[src/rtl/multicycle_controller_pkg.sv]
// Shared definitions for the multicycle controller: state encoding,
// opcode and ALUOp constants, and the per-state control word decode.
package multicycle_controller_pkg;

    typedef enum logic [3:0] {
        S_FETCH    = 4'd0,
        S_DECODE   = 4'd1,
        S_MEMADR   = 4'd2,
        S_MEMRD    = 4'd3,
        S_MEMWB    = 4'd4,
        S_MEMWR    = 4'd5,
        S_EXECUTE  = 4'd6,
        S_ALUWB    = 4'd7,
        S_BRANCH   = 4'd8,
        S_ADDIEXEC = 4'd9,
        S_ADDIWB   = 4'd10,
        S_JUMP     = 4'd11
    } state_t;

    localparam logic [5:0] OP_RTYPE = 6'b000000;
    localparam logic [5:0] OP_LW    = 6'b100011;
    localparam logic [5:0] OP_SW    = 6'b101011;
    localparam logic [5:0] OP_BEQ   = 6'b000100;
    localparam logic [5:0] OP_ADDI  = 6'b001000;
    localparam logic [5:0] OP_J     = 6'b000010;

    localparam logic [1:0] ALUOP_ADD   = 2'b00;
    localparam logic [1:0] ALUOP_SUB   = 2'b01;
    localparam logic [1:0] ALUOP_FUNCT = 2'b10;

    // Moore control word. wait_mem marks states whose PC/IR strobes are
    // qualified by mem_ready (only FETCH).
    typedef struct packed {
        logic       memwrite;
        logic       iord;
        logic       irwrite;
        logic       regdst;
        logic       memtoreg;
        logic       regwrite;
        logic       alusrca;
        logic [1:0] alusrcb;
        logic [1:0] pcsrc;
        logic [1:0] aluop;
        logic       branch;
        logic       pcwrite;
        logic       wait_mem;
    } ctrl_t;

    function automatic ctrl_t state_ctrl(input state_t s);
        ctrl_t c;
        c = '0;
        case (s)
            S_FETCH: begin
                c.alusrcb  = 2'b01;
                c.aluop    = ALUOP_ADD;
                c.irwrite  = 1'b1;
                c.pcwrite  = 1'b1;
                c.wait_mem = 1'b1;
            end
            S_DECODE: begin
                c.alusrcb = 2'b11;
                c.aluop   = ALUOP_ADD;
            end
            S_MEMADR, S_ADDIEXEC: begin
                c.alusrca = 1'b1;
                c.alusrcb = 2'b10;
                c.aluop   = ALUOP_ADD;
            end
            S_MEMRD: c.iord = 1'b1;
            S_MEMWR: begin
                c.iord     = 1'b1;
                c.memwrite = 1'b1;
            end
            S_MEMWB: begin
                c.memtoreg = 1'b1;
                c.regwrite = 1'b1;
            end
            S_EXECUTE: begin
                c.alusrca = 1'b1;
                c.alusrcb = 2'b00;
                c.aluop   = ALUOP_FUNCT;
            end
            S_ALUWB: begin
                c.regdst   = 1'b1;
                c.regwrite = 1'b1;
            end
            S_ADDIWB: c.regwrite = 1'b1;
            S_BRANCH: begin
                c.alusrca = 1'b1;
                c.alusrcb = 2'b00;
                c.aluop   = ALUOP_SUB;
                c.pcsrc   = 2'b01;
                c.branch  = 1'b1;
            end
            S_JUMP: begin
                c.pcsrc   = 2'b10;
                c.pcwrite = 1'b1;
            end
            default: c = '0;
        endcase
        return c;
    endfunction

endpackage

[src/rtl/multicycle_controller_alu_decoder.sv]
// ALU decoder: maps the controller's ALUOp and the funct field onto the
// 3-bit ALU operation code.
module ALU_Decoder
    import multicycle_controller_pkg::*;
(
    input  logic [5:0] funct_i,
    input  logic [1:0] aluop_i,
    output logic [2:0] alucontrol_o
);

    // Only the low funct nibble distinguishes the supported R-type ops.
    logic unused_funct_hi;
    assign unused_funct_hi = ^funct_i[5:4];

    // ALU operation select from ALUOp, falling through to funct for R-type.
    always_comb begin
        alucontrol_o = 3'b010;
        case (aluop_i)
            ALUOP_ADD: alucontrol_o = 3'b010;
            ALUOP_SUB: alucontrol_o = 3'b110;
            default: begin
                case (funct_i[3:0])
                    4'b0000: alucontrol_o = 3'b010;
                    4'b0010: alucontrol_o = 3'b110;
                    4'b0100: alucontrol_o = 3'b000;
                    4'b0101: alucontrol_o = 3'b001;
                    4'b1010: alucontrol_o = 3'b111;
                    default: alucontrol_o = 3'b011;
                endcase
            end
        endcase
    end

endmodule

[src/rtl/multicycle_controller.sv]
// Multicycle MIPS-style controller: one state register, Moore control word
// registered alongside it, plus the few strobes that depend on mem_ready,
// Zero and reset.
module multicycle_controller
    import multicycle_controller_pkg::*;
(
    input  logic       clk,
    input  logic       rst,
    input  logic [5:0] Op,
    input  logic [5:0] Funct,
    input  logic       Zero,
    input  logic       mem_ready,
    output logic       MemWrite,
    output logic       IorD,
    output logic       IRWrite,
    output logic       RegDst,
    output logic       MemtoReg,
    output logic       RegWrite,
    output logic       ALUSrcA,
    output logic       PCEn,
    output logic [1:0] ALUSrcB,
    output logic [1:0] PCSrc,
    output logic [2:0] ALUControl
);

    state_t state_q, state_d;
    ctrl_t  ctrl_q,  ctrl_d;
    logic   mem_go;
    logic   pc_write;

    // Next-state selection.
    always_comb begin
        state_d = state_q;
        case (state_q)
            S_FETCH:    state_d = mem_ready ? S_DECODE : S_FETCH;
            S_DECODE: begin
                case (Op)
                    OP_LW, OP_SW: state_d = S_MEMADR;
                    OP_RTYPE:     state_d = S_EXECUTE;
                    OP_BEQ:       state_d = S_BRANCH;
                    OP_ADDI:      state_d = S_ADDIEXEC;
                    OP_J:         state_d = S_JUMP;
                    default:      state_d = S_FETCH;
                endcase
            end
            S_MEMADR:   state_d = (Op == OP_SW) ? S_MEMWR : S_MEMRD;
            S_MEMRD:    state_d = mem_ready ? S_MEMWB : S_MEMRD;
            S_MEMWR:    state_d = mem_ready ? S_FETCH : S_MEMWR;
            S_EXECUTE:  state_d = S_ALUWB;
            S_ADDIEXEC: state_d = S_ADDIWB;
            default:    state_d = S_FETCH;
        endcase
    end

    // Control word tracks the state it will describe next cycle.
    assign ctrl_d = state_ctrl(state_d);

    // State and registered Moore outputs; reset lands both in FETCH at once.
    always_ff @(posedge clk or posedge rst) begin
        if (rst) begin
            state_q <= S_FETCH;
            ctrl_q  <= state_ctrl(S_FETCH);
        end else begin
            state_q <= state_d;
            ctrl_q  <= ctrl_d;
        end
    end

    // FETCH strobes wait for the memory; everything else is pure Moore.
    assign mem_go   = ~ctrl_q.wait_mem | mem_ready;
    assign pc_write = ctrl_q.pcwrite & mem_go;

    // Write strobes are held off for the whole time reset is asserted.
    assign IRWrite  = ~rst & ctrl_q.irwrite & mem_go;
    assign PCEn     = ~rst & (pc_write | (ctrl_q.branch & Zero));
    assign MemWrite = ~rst & ctrl_q.memwrite;
    assign RegWrite = ~rst & ctrl_q.regwrite;

    assign IorD     = ctrl_q.iord;
    assign RegDst   = ctrl_q.regdst;
    assign MemtoReg = ctrl_q.memtoreg;
    assign ALUSrcA  = ctrl_q.alusrca;
    assign ALUSrcB  = ctrl_q.alusrcb;
    assign PCSrc    = ctrl_q.pcsrc;

    ALU_Decoder u_alu_dec (
        .funct_i      (Funct),
        .aluop_i      (ctrl_q.aluop),
        .alucontrol_o (ALUControl)
    );

endmodule

[config.mk]
export PLATFORM = sky130hd
export DESIGN_NAME = multicycle_controller
export DESIGN_NICKNAME = d
export VERILOG_FILES = /design/src/rtl/multicycle_controller_pkg.sv /design/src/rtl/multicycle_controller_alu_decoder.sv /design/src/rtl/multicycle_controller.sv
export SDC_FILE = /design/constraint.sdc
export NUM_CORES = 1
export LEC_CHECK = 0
export ABC_AREA = 1
export CAP_MARGIN = 40
export CORE_UTILIZATION = 45
export DETAILED_ROUTE_END_ITERATION = 8
export PLACE_DENSITY = 0.88
export SLEW_MARGIN = 5
export SYNTH_ARGS = -nofsm -noshare
export SYNTH_HDL_FRONTEND = slang
export SYNTH_SLANG_ARGS = --single-unit
[constraint.sdc]
create_clock -name clk -period 1.65 [get_ports clk]
set_clock_uncertainty 0.05 [all_clocks]
set_input_delay 0.2475 -clock clk [delete_from_list [all_inputs] [get_ports clk]]
set_output_delay 0.2475 -clock clk [all_outputs]
set_load 0.02 [all_outputs]
==> impl_metrics.tcl <==
set metrics [dict create \
    status "finished, final reports clean" \
    grt_usage_pct 19.7 \
    htree_levels 1 \
    root_buffer "clkbuf_4" \
    ys_ff_latch 17 \
    synth_cells 135 \
    grt_start_max_net_pins 18 \
    yosysTopAreaCell "dfrtp_1" \
    netSwitchingPower_mw 0.633 \
    io_buffers 28 \
    cp-startpoint "ctrl_q[3]$_DFF_PP0_" \
    clock-sinks 17 \
    seq_area_um2 429 \
    slowest_stage "clkdlybuf4s50_1" \
    post_cts_buffers 0 \
    finalCriticalPeriod_ns 1.56 \
    routed-wl-met2_mm 1.04 \
    grt_pass1_vias 899 \
    setup_violations 0 \
    die_y_um 48.5 \
    path_max_fanout 3 \
    path_cells "clkdlybuf4s50_1" \
    nFillCells 158 \
    cts_tree "built" \
    overflow 0 \
    finalMaxSlewViolations 0 \
    pwr-share-seq_pct 38.6 \
    fin_crit_sh_pct 94.6 \
    share_comb_of_total_power_pct 47.3 \
    ant_nets 0 \
    drive_above_1_share_pct 21.0 \
    wire_per_inst_um 10.2 \
    ff2ff_path_depth 9 \
    place_hpwl_mm 1.57 \
    async_flop_share_pct 100 \
    initialDrtViolationCount 12 \
    p_leak_nw 0.730 \
    diodes 0 \
    drt_wl_total_mm 1.98 \
    synth-main-ff-cell "dfrtp_1" \
    path_depth 1 \
    grt_pass1_wl_mm 3.62 \
    startpoint_type "flop" \
    synth_most_common_cell "nand2_1" \
    crit_end "PCSrc[0]" \
    cts_hold_buf 0 \
    tightest_slew_ns 0.242 \
    numCtsBuffers 3 \
    clock_latency_ns 0.29 \
    hp-class "in -> async" \
    powerDensity_nw_per_um2 1180 \
    antenna_found_initial 0 \
    reg2reg_from "state_q[0]$_DFF_PP0_" \
    multi_input_area_um2 423 \
    path_clk_slew_ns 0.09 \
    clock_power_share_pct 14.1 \
    p_sw_share_pct 41.1 \
    max_stage_delay_ns 0.61 \
    cts_max_path_buffers 2 \
    wl_met1_um 812 \
    synth-seq-area-share_pct 44.0 \
    path_buf_inv 1 \
    p_int_mw 0.908 \
    core_um2 2000 \
    synth_area_per_cell_um2 7.22 \
    synth_area_um2 975 \
    cp_top_family "buffers and inverters" \
    synth_cell_types 19 \
    syn-num-nets 151 \
    die-area_um2 2360 \
    maxCapViolations 0 \
    ir_drop_mv 0.876 \
    required_ns 1.35 \
    syn2layout_area_growth_pct 34.0 \
    initial_utilization_pct 48.7 \
    synth_top_area_share_pct 35.9 \
    fin_nets 184 \
    wl_met3_um 92 \
    rsz0062_at_grt "no" \
    num_rows 16 \
    drt-vias-per-instance 4.73 \
    synth_edf_count 0 \
    die_width_um 48.5 \
    utilization_pct 65.3 \
    netlist_top_cells_area "dfrtp_1, nand2_1, dfstp_2" \
    dr.pass1.iters 4 \
    boundaryPins 31 \
    r2r_slack_ns 0.20 \
    synth_common_cells "nand2_1, inv_1, nor2_1, dfrtp_1, nand3_1" \
    timing.rr.end "ALUSrcB[0]$_DFF_PP1_" \
    end_kind "primary output" \
    slew_headroom_pct 83.8 \
    gp_congestion 0.812 \
    hold_viol 0 \
    drc_errors 0 \
    fmax_mhz 641 \
    ys_warn_count 0 \
    crit_type "reg -> out" \
    fin_tns_setup_ns 0 \
    arrival_ns 1.26 \
    vias 917 \
    dr.max_layer_used "met4" \
]
sequential cells by signal, indices dropped and copies added, names as in the netlist:
register and flops:
ALUSrcA 1, ALUSrcB 2, IorD 1, MemtoReg 1
PCSrc 1, RegDst 1, ctrl_q 6, state_q 4
metal layers:
metal	up-vias	GRT usage (%)
met1	415	20.3
met4	0	7.35
met3	4	4.09
met5	-	0
met2	29	38.5
li1	469	-
worst min path at each step:
stage | slack [ns] | end | depth (start not counted) | startpoint
floorplan | 0.12 | ALUSrcA$_DFF_PP0_ | 1 | rst
global placement | 0.53 | ALUSrcB[0]$_DFF_PP1_ | 3 | state_q[2]$_DFF_PP0_
detailed placement | 0.55 | ALUSrcB[0]$_DFF_PP1_ | 3 | state_q[2]$_DFF_PP0_
CTS | 0.34 | PCSrc[1]$_DFF_PP0_ | 3 | rst
global route | 0.38 | ctrl_q[15]$_DFF_PP0_ | 3 | rst
finish | 0.33 | ctrl_q[15]$_DFF_PP0_ | 3 | rst
placed cells by master, fill, tap and decap left out, types with 2 or more instances in the layout:
| master | synthesis | final |
|---|---|---|
| nand2_1 | 29 | 29 |
| inv_1 | 21 | 21 |
| dfstp_2 | 3 | 3 |
| nand2_2 | 5 | 5 |
| dlymetal6s2s_1 | 0 | 2 |
| dlygate4sd2_1 | 0 | 6 |
| nor2_2 | 7 | 7 |
| inv_2 | 4 | 4 |
| nand3_1 | 13 | 13 |
| clkbuf_4 | 0 | 3 |
| clkdlybuf4s50_1 | 0 | 17 |
| dfrtp_1 | 14 | 14 |
| a21oi_1 | 3 | 2 |
| buf_4 | 4 | 5 |
| nor2_1 | 21 | 21 |
| o21ai_0 | 4 | 3 |
power by group through the flow:
| stage | Combinational (mW) | Sequential, mW | Clock, mW |
|---|---|---|---|
| floorplan | 0.510 | 0.623 | 0 |
| global placement | 0.708 | 0.600 | 0 |
| detailed placement | 0.745 | 0.604 | 0 |
| CTS | 0.734 | 0.595 | 0.220 |
| global route | 0.812 | 0.604 | 0.248 |
| finish | 0.729 | 0.595 | 0.217 |
per-stage QoR:
stage | total power [mW] | hold WS [ns] | cells | setup WS [ns] | instance area [um^2]
global placement | 1.31 | 0.534 | 190 | -0.564 | 1290
global route | 1.66 | 0.381 | 194 | 0.0232 | 1310
finish | 1.54 | 0.328 | 194 | 0.0888 | 1310
floorplan | 1.13 | 0.121 | 135 | 0.298 | 975
CTS | 1.55 | 0.338 | 194 | 0.0110 | 1310
detailed placement | 1.35 | 0.554 | 190 | -0.588 | 1290
logic make-up after synthesis:
group,share of synthesized area (%)
AO/OA/AOI/OAI,4.36
buffers and inverters,13.2
flip-flops,44.0
AND/OR/NAND/NOR,38.4
layout make-up:
| cell class | count | area share [%] |
|---|---|---|
| clock buffer | 4 | 2.01 |
| inverter | 26 | 7.57 |
| multi-input combinational | 88 | 32.4 |
| sequential | 17 | 32.9 |
| tap | 27 | 2.59 |
| timing repair buffer | 32 | 22.6 |
what timing repair did:
action | 4_1_cts | 5_1_grt
pin swaps | 0 | 1
endpoints found under the setup margin | 8 | 4
gates cloned | 0 | 0
resized for setup | 17 | 7
Note: power is estimated with default switching activity, not from simulation.
